## src/rtl/pipe_reg_skid.sv

```systemverilog
// Elastic pipeline register: STAGES chained main+skid stages with valid/ready
// handshake, synchronous flush and a programmable reset value for the data path.
module pipe_reg_skid #(
    parameter int unsigned           DATA_WIDTH  = 32,
    parameter int unsigned           STAGES      = 1,
    parameter logic [DATA_WIDTH-1:0] RESET_VALUE = '0,
    parameter int unsigned           CNT_WIDTH   = $clog2(2 * STAGES + 1)
) (
    input  logic                  PREG_Clk,
    input  logic                  PREG_Reset,
    input  logic                  PREG_Flush,
    input  logic                  PREG_In_Valid,
    input  logic [DATA_WIDTH-1:0] PREG_In_Data,
    output logic                  PREG_In_Ready,
    output logic                  PREG_Out_Valid,
    output logic [DATA_WIDTH-1:0] PREG_Out_Data,
    input  logic                  PREG_Out_Ready,
    output logic [CNT_WIDTH-1:0]  PREG_Count
);

    // Per-stage state gathered at the top so neighbouring stages can see it.
    logic [STAGES-1:0]     main_vld;
    logic [STAGES-1:0]     skid_vld;
    logic [STAGES-1:0]     acc_v;
    logic [STAGES-1:0]     drn_v;
    logic [DATA_WIDTH-1:0] main_dat [STAGES];

    logic                 in_rdy_q, in_rdy_d;
    logic [CNT_WIDTH-1:0] cnt_q, cnt_d;

    for (genvar k = 0; k < STAGES; k++) begin : g_stage
        logic                  main_vld_q, main_vld_d;
        logic                  skid_vld_q, skid_vld_d;
        logic [DATA_WIDTH-1:0] main_q, main_d;
        logic [DATA_WIDTH-1:0] skid_q, skid_d;
        logic                  in_vld;
        logic [DATA_WIDTH-1:0] in_dat;
        logic                  out_rdy;
        logic                  acc;
        logic                  drn;

        if (k == 0) begin : g_head
            assign in_vld = PREG_In_Valid;
            assign in_dat = PREG_In_Data;
        end else begin : g_chain
            assign in_vld = main_vld[k-1];
            assign in_dat = main_dat[k-1];
        end

        // Ready toward the upstream stage comes only from our skid flop.
        if (k == STAGES - 1) begin : g_tail
            assign out_rdy = PREG_Out_Ready;
        end else begin : g_mid
            assign out_rdy = ~skid_vld[k+1];
        end

        assign acc = in_vld & ~skid_vld_q;
        assign drn = main_vld_q & out_rdy;

        assign main_vld[k] = main_vld_q;
        assign skid_vld[k] = skid_vld_q;
        assign main_dat[k] = main_q;
        assign acc_v[k]    = acc;
        assign drn_v[k]    = drn;

        // Stage next-state: main fills first, skid catches a word that arrives under stall.
        always_comb begin
            main_d     = main_q;
            skid_d     = skid_q;
            main_vld_d = main_vld_q;
            skid_vld_d = skid_vld_q;
            if (skid_vld_q) begin
                if (drn) begin
                    main_d     = skid_q;
                    skid_vld_d = 1'b0;
                end
            end else if (acc && (!main_vld_q || drn)) begin
                main_d     = in_dat;
                main_vld_d = 1'b1;
            end else if (acc) begin
                skid_d     = in_dat;
                skid_vld_d = 1'b1;
            end else if (drn) begin
                main_vld_d = 1'b0;
            end
        end

        // Stage registers: reset restores data, flush only drops the valid flags.
        always_ff @(posedge PREG_Clk) begin
            if (PREG_Reset) begin
                main_vld_q <= 1'b0;
                skid_vld_q <= 1'b0;
                main_q     <= RESET_VALUE;
                skid_q     <= RESET_VALUE;
            end else if (PREG_Flush) begin
                main_vld_q <= 1'b0;
                skid_vld_q <= 1'b0;
            end else begin
                main_vld_q <= main_vld_d;
                skid_vld_q <= skid_vld_d;
                main_q     <= main_d;
                skid_q     <= skid_d;
            end
        end
    end

    // Occupancy tracks boundary handshakes; In_Ready mirrors the next stage-0 skid state.
    always_comb begin
        cnt_d = cnt_q;
        if (acc_v[0] && !drn_v[STAGES-1]) begin
            cnt_d = cnt_q + 1'b1;
        end else if (!acc_v[0] && drn_v[STAGES-1]) begin
            cnt_d = cnt_q - 1'b1;
        end
        in_rdy_d = ~g_stage[0].skid_vld_d;
    end

    // Boundary registers.
    always_ff @(posedge PREG_Clk) begin
        if (PREG_Reset || PREG_Flush) begin
            cnt_q    <= '0;
            in_rdy_q <= 1'b1;
        end else begin
            cnt_q    <= cnt_d;
            in_rdy_q <= in_rdy_d;
        end
    end

    assign PREG_In_Ready  = in_rdy_q;
    assign PREG_Out_Valid = main_vld[STAGES-1];
    assign PREG_Out_Data  = main_dat[STAGES-1];
    assign PREG_Count     = cnt_q;

endmodule

```

## config.mk

```make
export PLATFORM = sky130hd
export DESIGN_NAME = pipe_reg_skid
export DESIGN_NICKNAME = d
export VERILOG_FILES = /design/src/rtl/pipe_reg_skid.sv
export SDC_FILE = /design/constraint.sdc
export NUM_CORES = 1
export LEC_CHECK = 0
export CORE_ASPECT_RATIO = 0.7
export CORE_MARGIN = 8
export CORE_UTILIZATION = 51
export DETAILED_ROUTE_END_ITERATION = 8
export PLACE_DENSITY_LB_ADDON = 0.3
export SETUP_SLACK_MARGIN = 0.3
export SYNTH_ARGS = -nofsm -noshare
export SYNTH_HDL_FRONTEND = slang
export SYNTH_SLANG_ARGS = --single-unit
```

## constraint.sdc

```tcl
create_clock -name PREG_Clk -period 1.8 [get_ports PREG_Clk]
set_input_delay 0.45 -clock PREG_Clk [delete_from_list [all_inputs] [get_ports PREG_Clk]]
set_output_delay 0.45 -clock PREG_Clk [all_outputs]
set_load 0.01 [all_outputs]
```

# After elaboration in Yosys (flattened, before gate mapping)
# Cells that the tools add are included.
# Widths: inputs -> output; s select.
[word_totals]
regBits = 69
out_inout_bits = 36
input_bits = 37
wordCells = 43
[op_classes]
muxes = 12
n_eq_ne = 2
n_addsub = 2
bitwise_logic = 6
n_reduce_logical = 15
[op_table]
columns = ["operator", "count"]
rows = [
  ["$mux 32", 3],
  ["$mux 1", 7],
  ["$reduce_and 3->1", 2],
  ["$reduce_bool 2->1", 3],
  ["$mux 2", 2],
  ["$not 1->1", 4],
  ["$reduce_and 4->1", 1],
  ["$logic_and 1x1->1", 3],
  ["$logic_not 1->1", 3],
  ["$add 2x1->2 const B", 1],
  ["$and 1x1->1", 2],
  ["$logic_or 1x1->1", 2],
  ["$ne 2x1->1 const B", 1],
  ["$ne 2x2->1 const B", 1],
  ["$reduce_or 2->1", 1],
  ["$sub 2x1->2 const B", 1],
]

# Depth between registers and ports, before layout
# Gate-level depths: netlist of run 1.
[logic_depth]
word_depth = 6
ltp_mapped = 7
depth_no_buf = 6

# Worst setup path after synthesis of run 1
# OpenSTA, ideal clock, no wires.
[synth_path]
kind = "register to register"
from = "register g_stage[0].skid_vld_q"
to = "register g_stage[0].main_q[0], in the netlist PREG_Out_Data[0]"
stages_incl_launch_ff = 6
t_arrival_ps = 1413
setup_time_ps = 121
path_buffers = 2
period_less_slack_ps = 1534
slack_ps = 266
required_time_ps = 1679
path_cell_list = "dfxtp_1 > buf_6 > nand2b_4 > a221o_1 > buf_6 > mux2_4"
[synth_between]
elab_chain_cells = 5
word_cells_on_any_way = 7
cone_classes = "eq/ne (1); mux (1); bitwise (2); reduce/logical (3)"
[synth_rtl]
columns = ["item", "line_no", "rtl"]
rows = [
  ["start, declared", "33", "logic skid_vld_q, skid_vld_d;"],
  ["start signal, assigned", "100", "skid_vld_q <= skid_vld_d;"],
  ["$not 1->1 (no source line)", "-", ""],
  ["$and 1x1->1", "57", "assign acc = in_vld & ~skid_vld_q;"],
  ["$logic_and 1x1->1", "77", "end else if (acc && (!main_vld_q || drn)) begin"],
  ["$reduce_bool 2->1 (no source line)", "-", ""],
  ["$reduce_and 3->1 (no source line)", "-", ""],
  ["end signal, assigned", "101", "main_q <= main_d;"],
  ["end, declared", "34", "logic [DATA_WIDTH-1:0] main_q, main_d;"],
]
# Several ways; a longest one is shown, not always the timed one.
# A chain may end at the register's enable or synchronous reset.

# Worst setup path after layout of run 1
[layout_path]
from = "register g_stage[0].skid_vld_q"
to = "register g_stage[0].main_q[31], in the netlist PREG_Out_Data[31]"
# Same word-level chain as after synthesis.

==> results of run 1 <==
==> repair_timing <==
| action | CTS | global route |
|---|---|---|
| buffers inserted | 6 | 2 |
| gates cloned | 6 | 0 |
| hold endpoints to repair | 0 | 0 |
| endpoints found under the setup margin | 104 | 67 |
| gates resized for setup | 47 | 5 |
| pin swaps | 2 | 1 |
==> final timing paths <==
check / depth (start not counted) / slack, ps / endpoint
worst min-delay path: 2 / 470 / g_stage[0].skid_q[9]$_SDFFE_PP0P_
worst max register to register: 5 / 150 / PREG_Out_Data[31]$_SDFFE_PP0P_
worst min register to register: 2 / 470 / g_stage[0].skid_q[9]$_SDFFE_PP0P_
worst max-delay path: 5 / 150 / PREG_Out_Data[31]$_SDFFE_PP0P_
==> layout by cell type (no fill, tap or decap), drive strengths merged <==
cell	count
dfxtp	69
nand2b	65
mux2i	64
dlygate4sd2	37
nor2	33
nor2b	32
clkdlybuf4s50	32
mux2	32
buf	25
clkbuf	13
inv	3
a21oi	3
nand2	2
xor2	2
o21ai	2
nor4b	1
a221o	1
or2	1
or3b	1
or3	1
ha	1
clkinv	1
bufinv	1
clkinvlp	1
clkdlybuf4s15	1
dlymetal6s2s	1
==> cell type report <==
class                      count  area [sq um]  share of cell area
clock buffer                  13         168.9             0.03532
clock inverter                 3         42.54            0.008896
inverter                       3         11.26            0.002355
multi-input combinational    241          1974              0.4129
sequential                    69          1389              0.2904
tap                           94         117.6             0.02459
timing repair buffer          96          1079              0.2255
==> logic make-up after synthesis <==
family,Yosys count
and+or+nand+nor,136
muxes,96
DFF,69
buffers and inverters,27
AOI/OAI and AO/OA,6
xor gates and xnor gates,2
adders and majority gates,1
==> power by group through the flow <==
stage	Sequential (uW)	Clock, uW	Combinational, uW
finish	1600	1310	520
CTS	1600	1330	513
floorplan	1650	0	252
global route	1600	1410	559
global placement	1640	0	480
detailed placement	1640	0	492
==> flip-flops by register name, summed over array words and instances, names as in the netlist <==
signal,cells
PREG_Out_Data,32
g_stage.skid_q,32
PREG_Count,2
PREG_In_Ready,1
PREG_Out_Valid,1
g_stage.skid_vld_q,1
==> synth_stat cells, drive strengths merged, types with 2 or more instances <==
library cell	number	area share
dfxtp	69	0.39
nand2b	65	0.12
mux2i	64	0.18
nor2	33	0.035
mux2	32	0.14
nor2b	32	0.057
buf	12	0.026
clkbuf	12	0.013
a21oi	3	0.0043
inv	3	0.0032
nand2	2	0.0021
o21ai	2	0.0029
xor2	2	0.0050
==> stage by stage <==
step	hold WS, ps	setup TNS, ps	utilization
floorplan	448.3	0	-
global placement	457.4	-14710	0.6443
detailed placement	460.6	-16450	0.6443
CTS	477.1	0	0.7069
global route	498.4	0	0.7144
finish	472.9	0	0.7144
==> worst reg2reg max path, stage by stage (launching register included) <==
cell,delay (ps)
dfxtp_4,360
nand2b_4,140
a221o_2,430
buf_12,170
buf_12,140
mux2_4,300
==> metal layers <==
layer  GRT usage  up-vias  wire length, microns
met1      0.2112     1198                  3943
met2      0.2804       58                  3866
met4     0.04157        0                    18
met5           0        -                     0
met3     0.05315        2                   409
li1            -     1278                     -
==> flow_metrics.env, run 1 <==
export IMPL_antenna_diode_count=0
export IMPL_seqPwrFrac=0.467
export IMPL_holdBufCountCts=0
export IMPL_hp_class="reg2reg"
export IMPL_via_per_inst=4.886
export IMPL_cts_root_buf="clkbuf_8"
export IMPL_grt_pass1_wl_mm=13.09
export IMPL_place_inst=489
export IMPL_path_delay_family="compound AO/OA/AOI/OAI gates"
export IMPL_combPwrFrac=0.152
export IMPL_clk_latency_ps=330
export IMPL_ys_seq_area_frac=0.3947
export IMPL_slew_headroom=0.7757
export IMPL_reg2reg_from="g_stage[0].skid_vld_q$_SDFF_PP0_"
export IMPL_stdcell_count=519
export IMPL_syn_num_nets=375
export IMPL_portBuffers=72
export IMPL_fin_crit_ps=1655
export IMPL_crit_top_cell="buf_12"
export IMPL_p_total_uw=3426
export IMPL_route_detailed_drc=0
export IMPL_worstSetupEndpointType="flop"
export IMPL_dieWidth_microns=115.0
export IMPL_crit_chain="nand2b_4, a221o_2, buf_12, buf_12, mux2_4"
export IMPL_switchingPower_uw=791.7
export IMPL_vdd_drop_max_mv=0.3511
export IMPL_ys_ff_latch=69
export IMPL_synth_mux_area_frac=0.3182
export IMPL_pre_cts_slack_ps=-272.7
export IMPL_finClkSkew_ps=9.049
export IMPL_grt_ovfl_total=0
export IMPL_internal_power_uw=2635
export IMPL_synth_xor_area_frac=0.005005
export IMPL_synth_compound_area_share=0.01001
export IMPL_switching_share=0.2311
export IMPL_track_usage=0.1704
export IMPL_place_gp_congestion=0.7568
export IMPL_fillers=524
export IMPL_clk_path_buf_depth=2
export IMPL_cp_start_kind="flop"
export IMPL_synth_area_sq_mm=0.003500
export IMPL_worstMarginPinSlew_ps=336.4
export IMPL_cap_violations=0
export IMPL_grt_pass1_vias=2684
export IMPL_slew_violations=0
export IMPL_pwr_share_clk=0.381
export IMPL_io_pins=73
export IMPL_antenna_left=0
export IMPL_cts_made_buffers=9
export IMPL_cts_htree_levels=3
export IMPL_syn_area_per_cell_sq_um=10.38
export IMPL_fin_crit_sh=0.9192
export IMPL_cp_startpoint="g_stage[0].skid_vld_q$_SDFF_PP0_"
export IMPL_vias=2536
export IMPL_synthAdderAreaFrac=0.003575
export IMPL_fin_area_sq_mm=0.004782
export IMPL_dieArea_sq_mm=0.009811
export IMPL_dr_pass1_iters=4
export IMPL_drt_first_iter_violations=110
export IMPL_fp_row_count=25
export IMPL_finalHoldViolCount=0
export IMPL_antenna_found_initial=0
export IMPL_wire_per_inst_microns=15.87
export IMPL_synthDistinctLibCells=23
export IMPL_critPathMaxStageDelay_ps=430
export IMPL_outcome="complete, no violations"
export IMPL_leakage_uw=0.002013
export IMPL_dp_hpwl_mm=4.980
export IMPL_max_freq_mhz=604.4
export IMPL_syn_inst=337
export IMPL_grt_max_degree=89
export IMPL_cts_sinks=69
export IMPL_synth_flop_cell="dfxtp_1"
export IMPL_nets=458
export IMPL_crit_buf_inv=2
export IMPL_rsz0062_at_grt="yes"
export IMPL_arrival_ps=1870
export IMPL_drt_total_wl_mm=8.238
export IMPL_synth_top_family_by_area="multiplexers"
export IMPL_core_area_sq_mm=0.006694
export IMPL_synth_edff_count=0
export IMPL_setup_viol=0
export IMPL_layout_setup_ws_ps=145.4
export IMPL_slowest_stage="a221o_2"
export IMPL_critPathKind="reg2reg"
export IMPL_die_h_microns=85.31
export IMPL_post_dp_cell_area_sq_mm=0.004313
export IMPL_cts_tree="done"
export IMPL_start_util=0.5228
export IMPL_hp_start="g_stage[0].skid_q[9]$_SDFFE_PP0P_"
export IMPL_synthArstFlopShare=0
export IMPL_area_growth_pct=36.65
export IMPL_worstPathMaxFanout=8
export IMPL_power_density_mw_per_mm2=716.5
export IMPL_ys_warnings_count=0
export IMPL_synthSimpleGateAreaFrac=0.2260
export IMPL_clk_pin_slew_ps=70
export IMPL_layout_drive_gt1_share=0.1882
export IMPL_critPathRequiredTime_ps=2010
(Power assumes the default switching activity.)
==> run 2: changes to the inputs <==
--- a/config.mk
+++ b/config.mk
@@ -9,6 +9,7 @@
 export CORE_MARGIN = 8
 export CORE_UTILIZATION = 51
 export DETAILED_ROUTE_END_ITERATION = 8
+export MAX_ROUTING_LAYER = met4
 export PLACE_DENSITY_LB_ADDON = 0.3
 export SETUP_SLACK_MARGIN = 0.3
 export SYNTH_ARGS = -nofsm -noshare
==> flow_metrics.env, run 2 (synthesis results as in run 1) <==
export IMPL_layout_setup_ws_ps=145.2
export IMPL_vias=2526
export IMPL_layout_drive_gt1_share=0.1882
export IMPL_slew_headroom=0.7758
export IMPL_rrSetupSlack_ps=150
export IMPL_place_gp_congestion=0.7666
export IMPL_crit_buf_inv=2
export IMPL_outcome="complete, no violations"
export IMPL_power_density_mw_per_mm2=717.7
export IMPL_place_inst=489
export IMPL_setup_viol=0
export IMPL_critPathMaxStageDelay_ps=430
export IMPL_nets=458
export IMPL_reg2reg_from="g_stage[0].skid_vld_q$_SDFF_PP0_"
export IMPL_dieArea_sq_mm=0.009811
export IMPL_vdd_drop_max_mv=0.3589
export IMPL_portBuffers=72
export IMPL_clk_pin_slew_ps=70
export IMPL_worstSetupEndpointType="flop"
export IMPL_die_h_microns=85.31
export IMPL_cts_tree="done"
export IMPL_finalHoldViolCount=0
export IMPL_worstPathMaxFanout=8
export IMPL_grt_pass1_wl_mm=13.10
export IMPL_cp_start_kind="flop"
export IMPL_mostFrequentLayoutCells="67 x dfxtp_1, 64 x nand2b_1, 64 x mux2i_1, 37 x dlygate4sd2_1, 33 x nor2_1"
export IMPL_holdPathStages=2
export IMPL_r2r_end="PREG_Out_Data[31]$_SDFFE_PP0P_"
export IMPL_cts_htree_levels=3
export IMPL_holdBufCountCts=0
export IMPL_dp_hpwl_mm=4.980
export IMPL_fp_row_count=25
export IMPL_path_delay_family="compound AO/OA/AOI/OAI gates"
export IMPL_critPathRequiredTime_ps=2020
export IMPL_max_freq_mhz=604.3
export IMPL_route_detailed_drc=0
export IMPL_finClkSkew_ps=9.108
export IMPL_reg2reg_depth=5
export IMPL_clk_path_buf_depth=2
export IMPL_critPathKind="reg2reg"
export IMPL_hp_start="g_stage[0].skid_q[9]$_SDFFE_PP0P_"
export IMPL_crit_top_cell="buf_12"
export IMPL_rsz0062_at_grt="yes"
export IMPL_wire_per_inst_microns=15.90
export IMPL_antenna_found_initial=0
export IMPL_cts_made_buffers=9
export IMPL_clk_latency_ps=340
export IMPL_hp_class="reg2reg"
export IMPL_start_util=0.5228
export IMPL_stdcell_count=519
export IMPL_io_pins=73
export IMPL_arrival_ps=1870
export IMPL_drt_total_wl_mm=8.251
export IMPL_dr_pass1_iters=4
export IMPL_final_common_cell="dfxtp_1"
export IMPL_fin_crit_sh=0.9193
export IMPL_track_usage=0.1756
export IMPL_cts_root_buf="clkbuf_8"
export IMPL_p_total_uw=3432
export IMPL_core_area_sq_mm=0.006694
export IMPL_slowest_stage="a221o_2"
export IMPL_dieWidth_microns=115.0
export IMPL_antenna_left=0
export IMPL_worstMarginPinSlew_ps=336.3
export IMPL_slew_violations=0
export IMPL_grt_pass1_vias=2683
export IMPL_fin_crit_ps=1655
export IMPL_cts_sinks=69
export IMPL_antenna_diode_count=0
export IMPL_cp_depth=5
export IMPL_grt_max_degree=89
export IMPL_via_per_inst=4.867
export IMPL_pre_cts_slack_ps=-272.7
export IMPL_hold_end="g_stage[0].skid_q[9]$_SDFFE_PP0P_"
export IMPL_drt_first_iter_violations=104
export IMPL_leakage_uw=0.002013
export IMPL_cap_violations=0
export IMPL_grt_ovfl_total=0
export IMPL_area_growth_pct=36.65
export IMPL_crit_chain="nand2b_4, a221o_2, buf_12, buf_12, mux2_4"
## run 2: cell counts in the layout (fill, tap and decap cells not counted)
Identical to the previous run, type by type.
## run 2: worst max-delay path by stage
| stage | startpoint | end |
|---|---|---|
| floorplan | g_stage[0].skid_vld_q$_SDFF_PP0_ | PREG_Out_Data[0]$_SDFFE_PP0P_ |
| global placement | PREG_In_Valid | PREG_Out_Data[12]$_SDFFE_PP0P_ |
| detailed placement | PREG_In_Valid | g_stage[0].skid_q[21]$_SDFFE_PP0P_ |
| CTS | PREG_Out_Valid$_SDFFE_PP0P_ | PREG_Out_Valid |
| global route | g_stage[0].skid_vld_q$_SDFF_PP0_ | PREG_Out_Data[31]$_SDFFE_PP0P_ |
| finish | g_stage[0].skid_vld_q$_SDFF_PP0_ | PREG_Out_Data[31]$_SDFFE_PP0P_ |
## run 2: timing repair
item,CTS,global route
buffers inserted,6,2
gates resized for setup,47,5
pin swaps,2,1
cloned,6,0
setup endpoints to repair,104,67
## run 2: worst min-delay path, stage by stage, from the launching register on
cell and delay, ps:
dfxtp_1 310, nand2b_1 60, mux2i_1 50
## run 2: cell type report
class | count | area (sq um)
sequential | 69 | 1389
tap | 94 | 117.6
multi-input combinational | 241 | 1974
clock inverter | 3 | 42.54
fill | 524 | 1912
timing repair buffer | 96 | 1079
clock buffer | 13 | 168.9
inverter | 3 | 11.26
## run 2: metal layers
layer / wire (microns) / part of all wire / track usage / vias to the layer above
met5: 0 / 0 / - / -
met4: 19 / 0.0023 / 0.03444 / 0
met3: 369 / 0.045 / 0.05457 / 2
met2: 3865 / 0.47 / 0.2799 / 56
met1: 3997 / 0.48 / 0.2145 / 1191
li1: - / - / - / 1277
## run 2: where the power goes
| part | total [uW] | switching [uW] | leakage (uW) | internal [uW] |
|---|---|---|---|---|
| clock network | 1310 | 559 | 0.000106 | 752 |
| logic | 520 | 211 | 0.00135 | 310 |
| registers | 1600 | 27.3 | 0.000562 | 1570 |
## run 2: per-stage QoR
step	hold WS (ps)	setup TNS (ps)	utilization	instance area [sq um]
after floorplan	448.3	0	-	3500
after global placement	457.4	-14710	0.6443	4313
after detailed placement	460.6	-16450	0.6443	4313
after CTS	477.1	0	0.7069	4732
after global routing	498.4	0	0.7144	4782
final	472.9	0	0.7144	4782
